`config.mk`:
```
export PLATFORM = sky130hd
export DESIGN_NAME = fb_fill
export DESIGN_NICKNAME = d
export VERILOG_FILES = /design/src/rtl/fb_pkg.sv /design/src/rtl/fb_fill.sv
export SDC_FILE = /design/constraint.sdc
export NUM_CORES = 1
export LEC_CHECK = 0
export BUFFER_PORTS_ARGS = -buffer_cell sky130_fd_sc_hd__buf_2
export CAP_MARGIN = 15
export CELL_PAD_IN_SITES_DETAIL_PLACEMENT = 0
export CELL_PAD_IN_SITES_GLOBAL_PLACEMENT = 1
export CORE_AREA = 8 8 117 161
export DETAILED_ROUTE_END_ITERATION = 16
export DIE_AREA = 0 0 125 169
export GPL_ROUTABILITY_DRIVEN = 0
export HOLD_SLACK_MARGIN = 0.1
export PLACE_DENSITY_LB_ADDON = 0.1
export SLEW_MARGIN = 20
export SYNTH_ARGS = -nofsm -noshare
export SYNTH_HDL_FRONTEND = slang
export SYNTH_SLANG_ARGS = --single-unit
export TNS_END_PERCENT = 50
```
`constraint.sdc`:
```
create_clock -name clk -period 8.2 [get_ports clk]
set_clock_uncertainty 0.1 [all_clocks]
set_input_delay 0.82 -clock clk [delete_from_list [all_inputs] [get_ports clk]]
set_output_delay 0.82 -clock clk [all_outputs]
set_load 0.01 [all_outputs]
```
`src/rtl/fb_pkg.sv`:
```
// rtl/fb_pkg.sv - shared state encoding, frame-buffer defaults and a constant shift-add helper for fb_fill.
package fb_pkg;

    typedef enum logic {
        IDLE = 1'b0,
        FILL = 1'b1
    } fb_state_t;

    localparam int FB_WIDTH_DEF     = 400;
    localparam int FB_HEIGHT_DEF    = 300;
    localparam int CHANNEL_BITS_DEF = 2;

    // Shift-and-add product; with a constant k this folds to a few adders.
    function automatic logic [31:0] fb_mul_const(input logic [31:0] a, input logic [31:0] k);
        logic [31:0] acc;
        acc = 32'd0;
        for (int i = 0; i < 32; i++) begin
            if (k[i]) begin
                acc = acc + (a << i);
            end
        end
        return acc;
    endfunction

endpackage

```
`src/rtl/fb_fill.sv`:
```
// rtl/fb_fill.sv - rectangle fill engine writing one clipped pixel per cycle into a byte-per-pixel frame buffer.
module fb_fill
    import fb_pkg::*;
#(
    parameter int FB_WIDTH         = FB_WIDTH_DEF,
    parameter int FB_HEIGHT        = FB_HEIGHT_DEF,
    parameter int COORD_BITS       = 9,
    parameter int BUFFER_ADDR_BITS = 17,
    parameter int CHANNEL_BITS     = CHANNEL_BITS_DEF
) (
    input  logic                        clk,
    input  logic                        resetn,
    input  logic                        cmd_valid,
    output logic                        cmd_ready,
    input  logic [COORD_BITS-1:0]       cmd_x,
    input  logic [COORD_BITS-1:0]       cmd_y,
    input  logic [COORD_BITS-1:0]       cmd_w,
    input  logic [COORD_BITS-1:0]       cmd_h,
    input  logic [3*CHANNEL_BITS-1:0]   cmd_color,
    output logic                        busy,
    output logic                        done,
    output logic [31:0]                 buffer_addr,
    output logic [31:0]                 buffer_din,
    output logic                        buffer_en,
    output logic                        buffer_rst,
    output logic [3:0]                  buffer_we
);

    localparam int CW         = COORD_BITS + 1;
    localparam int AB         = BUFFER_ADDR_BITS;
    localparam int COLOR_BITS = 3 * CHANNEL_BITS;

    localparam logic [CW-1:0] W_LIM  = CW'(FB_WIDTH);
    localparam logic [CW-1:0] H_LIM  = CW'(FB_HEIGHT);
    localparam logic [AB-1:0] W_STEP = AB'(FB_WIDTH);

    fb_state_t state;
    fb_state_t state_next;

    logic                  accept;
    logic                  empty_cmd;
    logic                  row_last;
    logic                  last_pixel;
    logic [CW-1:0]         x_sum;
    logic [CW-1:0]         y_sum;
    logic [CW-1:0]         x_end_c;
    logic [CW-1:0]         y_end_c;
    logic [AB-1:0]         row_base_c;

    logic [CW-1:0]         x_q;
    logic [CW-1:0]         y_q;
    logic [CW-1:0]         x_start_q;
    logic [CW-1:0]         x_end_q;
    logic [CW-1:0]         y_end_q;
    logic [AB-1:0]         row_base_q;
    logic [AB-1:0]         addr_q;
    logic [COLOR_BITS-1:0] color_q;
    logic                  done_q;
    logic [7:0]            color_byte;

    assign accept = cmd_valid && (state == IDLE);

    // Sums carry one extra bit so x+w and y+h never wrap before clipping.
    assign x_sum   = {1'b0, cmd_x} + {1'b0, cmd_w};
    assign y_sum   = {1'b0, cmd_y} + {1'b0, cmd_h};
    assign x_end_c = (x_sum > W_LIM) ? W_LIM : x_sum;
    assign y_end_c = (y_sum > H_LIM) ? H_LIM : y_sum;

    assign empty_cmd = (cmd_w == '0) || (cmd_h == '0) ||
                       ({1'b0, cmd_x} >= W_LIM) || ({1'b0, cmd_y} >= H_LIM);

    assign row_base_c = AB'(fb_mul_const(32'(cmd_y), 32'(FB_WIDTH)));

    assign row_last   = ((x_q + CW'(1)) == x_end_q);
    assign last_pixel = row_last && ((y_q + CW'(1)) == y_end_q);

    always_ff @(posedge clk) begin
        if (!resetn) begin
            state <= IDLE;
        end else begin
            state <= state_next;
        end
    end

    always_comb begin
        state_next = state;
        cmd_ready  = 1'b0;
        busy       = 1'b0;
        buffer_we  = 4'b0000;
        case (state)
            IDLE: begin
                cmd_ready = 1'b1;
                if (accept && !empty_cmd) begin
                    state_next = FILL;
                end
            end
            FILL: begin
                busy      = 1'b1;
                buffer_we = 4'b0001 << addr_q[1:0];
                if (last_pixel) begin
                    state_next = IDLE;
                end
            end
            default: state_next = IDLE;
        endcase
    end

    always_ff @(posedge clk) begin
        if (!resetn) begin
            x_q        <= '0;
            y_q        <= '0;
            x_start_q  <= '0;
            x_end_q    <= '0;
            y_end_q    <= '0;
            row_base_q <= '0;
            addr_q     <= '0;
            color_q    <= '0;
            done_q     <= 1'b0;
        end else begin
            done_q <= 1'b0;
            if (accept) begin
                x_q        <= {1'b0, cmd_x};
                y_q        <= {1'b0, cmd_y};
                x_start_q  <= {1'b0, cmd_x};
                x_end_q    <= x_end_c;
                y_end_q    <= y_end_c;
                row_base_q <= row_base_c;
                addr_q     <= row_base_c + AB'(cmd_x);
                color_q    <= cmd_color;
                done_q     <= empty_cmd;
            end else if (state == FILL) begin
                if (last_pixel) begin
                    done_q <= 1'b1;
                end else if (row_last) begin
                    // Wrap to the clipped left edge of the next row.
                    x_q        <= x_start_q;
                    y_q        <= y_q + CW'(1);
                    row_base_q <= row_base_q + W_STEP;
                    addr_q     <= row_base_q + W_STEP + AB'(x_start_q);
                end else begin
                    x_q    <= x_q + CW'(1);
                    addr_q <= addr_q + AB'(1);
                end
            end
        end
    end

    assign color_byte  = 8'(color_q);
    assign done        = done_q;
    assign buffer_addr = 32'(addr_q);
    assign buffer_din  = {4{color_byte}};
    assign buffer_en   = 1'b1;
    assign buffer_rst  = 1'b0;

endmodule
```
======== After elaboration in Yosys (flattened, before gate mapping) ========
Index checks and enable logic that the tools add are counted.
word-level totals
  memories kept ........................... 0
  bits in writable memories ............... 0
  output and inout bits ................... 73
  latch bits .............................. 0
  flip-flop bits (word level) ............. 91
  input bits .............................. 45
  ROM bits ................................ 0
operators by class
  bitwise logic cells ..................... 3
  reductions and logical operators ........ 16
  multipliers ............................. 0
  $lt $le $gt $ge ......................... 4
  div/mod/pow operators ................... 0
  shift-type cells ........................ 1
  equality and inequality tests ........... 3
  add/subtract/negate cells ............... 10
  mux-type cells .......................... 27
operators by type and width
  cell                     count
  $mux W17                 8
  $mux W9                  7
  $add A17 B9 Y17          2
  $mux W10                 3
  $add A10 B1 Y10 const B  2
  $add A9 B9 Y10           2
  $eq A10 B10 Y1           2
  $gt A10 B9 Y1 const B    2
  $ge A9 B9 Y1 const B     2
  $logic_not A9 Y1         2
  $add A13 B16 Y17         1
  $add A17 B1 Y17 const B  1
  $add A17 B17 Y17         1
  $add A17 B9 Y17 const B  1
  $mux W1                  7
  $reduce_and A3 Y1        2
  $mux W4                  1
  $reduce_and A2 Y1        2
  $reduce_bool A2 Y1       2
  $shl A1 B2 Y4 const A    1
  $logic_and A1 B1 Y1      3
  $logic_or A1 B1 Y1       3
  $not A1 Y1               3
  $ne A2 B2 Y1 const B     1
  other kinds (3)          3

======== Logic depth before layout (Yosys ltp) ========
  word-level depth ........................ 8
  depth in mapped cells ................... 13
  mapped depth without buffers ............ 13

======== Worst setup path after synthesis ========
No wires, ideal clock.
  path type ............................... input to register
  from .................................... input port cmd_y[1]
  to ...................................... register row_base_q[16]
  slack ................................... 4.381 ns
  buffers on the path ..................... 0
  arrival time ............................ 3.597 ns
  cell stages on the path ................. 13
  library setup time ...................... 0.122 ns
  cell sequence ........................... inv_1 fa_1 inv_1 ha_1 fa_1 a21o_1 a221o_1 nor3_1 o21bai_1 xor2_1 a22o_1 a32o_1 a311o_1
on the way
  longest elaborated chain between the ends .. 3
RTL lines
  element                 RTL line        text
  start: declaration      fb_fill.sv:16   input logic [COORD_BITS-1:0] cmd_y,
  $add A13 B16 Y17        fb_pkg.sv:19    acc = acc + (a << i);
  $add A17 B17 Y17 (*)    fb_pkg.sv:19
  $mux W17 (*)            fb_fill.sv:121  if (accept) begin
  end signal: assignment  fb_fill.sv:127  row_base_q <= row_base_c;
  end signal: assignment  fb_fill.sv:138  row_base_q <= row_base_q + W_STEP;
  end: declaration        fb_fill.sv:55   logic [AB-1:0] row_base_q;
Mark *: on every way between the ends. The rest lies on a longest branch, timed or not.
A chain may end at the register's enable or synchronous reset.

======== Final worst setup path ========
Ends and elaborated chain as after synthesis.

==> results.ini <==
[status]
outcome = complete, no violations

[grt]
grt_pass1_vias = 6649
grt_max_degree = 65
grt_pass1_wl_microns = 35070
grt_overflow_total = 0
antenna_found_initial = 0
globalRouteTotalUtil = 0.2033

[detailed_routing]
dr.pass1.iters = 4
drtAntennaViolNets = 0
drcViolationCount = 0
wire_per_inst_microns = 18.16
drt_iter0_drc = 402
viasPerCell = 5.669
vias = 6689
drt-total-wl_microns = 21420

[logic_synthesis]
yosysWarnings = 0
avgSynthCellArea_sq_um = 7.938
synth_area_sq_um = 7375
yosysSeqAreaShare = 0.2362
yosys_register_bits = 87
synth_edf_count = 0
synth_flop_cell = dfxtp_1
synthCells = 929
synth_cell_types = 76
async_flop_share = 0

[critical_path]
cp.buffers_inverters = 3
critical_path_required_ns = 8.34
endpoint_kind = flop
crit_type = in2reg
path_delay_family = compound AO/OA/AOI/OAI gates
crit_chain = buf_2 -> inv_1 -> fa_1 -> inv_1 -> ha_1 -> fa_1 -> a21o_1 -> a221o_1 -> nor3_1 -> o21bai_1 -> xor2_1 -> a22o_1 -> a32o_1 -> a311o_1
cp_max_fo = 6
cp_slowest_cell = fa_1
cp_data_arrival_time_ns = 3.98
cp-start-kind = input port
max_stage_delay_ns = 0.53

[timing]
period_share = 0.4686
slew_headroom = 0.3872
layout_min_cycle_time_ns = 3.843
grt_setup_unrepaired = no
tightest_slew_ns = 0.9187
max_freq_mhz = 260.2
hold_viol = 0
tns_ns = 0
finalSetupViolCount = 0
drv_slew = 0

[finish]
final_common_cell = nand2_1
final_cell_mix = nand2_1 (103), buf_2 (92), dfxtp_1 (87)
nNetsFinal = 1081
area_growth_pct = 8.432
final_cell_count_no_fill = 1180
antenna_cells = 0
drive_above_1_share = 0.1341

[floorplan]
die_h_microns = 169
die-area_sq_um = 21130
initial_utilization = 0.4460
core_sq_um = 16540
ios = 118
fp-row-count = 56
die_w_microns = 125

[place]
hpwl_microns = 16420
place_inst = 1164
io_buffers = 92

[pwr]
vdd_drop_max_v = 0.0001040
powerDensity_nw_per_um2 = 174.1
power.total_mw = 1.392
p_leak_nw = 3.401

[clock_network]
cts-htree-levels = 3
cts_hold_buffers = 0
cts_tree = yes
clock_path_buffers = 2
cts_sinks = 87
cts_buffers = 9
post_cts_resized = 0
cts_root_buf = clkbuf_16
clkTransAtPathRegs_ns = 0.07
post_cts_buffers = 0
worstSkewPairLatency_ns = 0.35

[flow_run]
max_cap_violations = 0

[worst_hold_path]
hold_class = reg2reg

## cells in the mapped netlist (all sizes together), types with 5 or more instances
cell      n  share of area
a211o     5         0.0059
a211oi    7         0.0071
a21boi   28          0.029
a21o     13          0.013
a21oi    36          0.025
a22o     10          0.012
a31oi    21          0.019
and2     13          0.011
and3     17          0.015
and4      5         0.0063
buf      57          0.055
clkbuf   33          0.017
dfxtp    87           0.24
fa        9          0.024
ha       55          0.093
inv      38          0.019
mux2i     6         0.0081
nand2   103          0.052
nand2b    5         0.0042
nand3    28          0.019
nand4    11          0.011
nor2     54          0.027
nor2b    11         0.0093
nor3     20          0.014
nor3b     6         0.0061
nor4     11          0.011
o211ai   10          0.010
o21ai    54          0.037
o22ai    10         0.0085
o31ai     6         0.0061
xnor2    54          0.064
xor2     37          0.044
## layer usage
layer / GRT usage / routed length, microns / up-vias
li1: - / - / 3350
met1: 0.2426 / 9483 / 3156
met2: 0.3665 / 10700 / 158
met5: 0 / 0 / -
met4: 0.06164 / 357 / 0
met3: 0.03086 / 881 / 25
## kinds of logic (layout without fill, tap and decap cells)
logic type,count (synthesis),after routing,synth area share
multiplexers,8,8,0.01120
adder cells (fa/ha/maj),65,65,0.1191
buffers and inverters,128,153,0.09179
AND/OR/NAND/NOR,299,299,0.2016
flip-flops,87,87,0.2362
XOR/XNOR,91,91,0.1081
AO/OA/AOI/OAI,249,249,0.2311
other,2,25,0.001018
## registers in the layout (all words and copies together), names as in the netlist
signal and cells:
done 1, state 1, addr_q 17, row_base_q 13, x_start_q 9, color_q 6, x_end_q 10, y_end_q 10
y_q 10, x_q 10
## tightest hold or removal path: cells and delay by family (launching register included)
| kind | cells | cell delay [ns] |
|---|---|---|
| simple gates | 1 | 0.06 |
| compound gates | 1 | 0.06 |
| flops | 1 | 0.32 |
## worst paths after layout
path | from | end | slack (ns) | cells past startpoint
min | y_end_q[6] | y_end_q[6] | 0.38 | 2
max | cmd_y[1] | row_base_q[16] | 4.36 | 14
max reg2reg | x_q[0] | addr_q[1] | 4.57 | 10
min reg2reg | y_end_q[6] | y_end_q[6] | 0.38 | 2
## metrics by stage
step,utilization,worst slack [ns],hold WS [ns],instance area [sq um]
final,0.4836,4.357,0.3753,7996
after global routing,0.4836,4.219,0.4121,7996
after CTS,0.4833,4.345,0.3787,7991
after detailed placement,0.4657,3.973,0.3685,7701
after global placement,0.4657,4.022,0.3626,7701
after floorplan,-,4.381,0.3439,7461
## layout make-up
cell class | count | area (sq um)
Timing Repair Buffer | 99 | 513.0
Multi-Input combinational cell | 737 | 5055
Clock inverter | 5 | 37.54
Sequential cell | 87 | 1742
Tap cell | 203 | 254.0
Clock buffer | 11 | 252.7
Inverter | 38 | 142.6
Fill cell | 1698 | 8539
## report_power, final
group / switching, mW / internal [mW]
clock: 0.181 / 0.224
sequential: 0.0622 / 0.465
combinational: 0.270 / 0.191
Power figures use the tool's default switching activity.
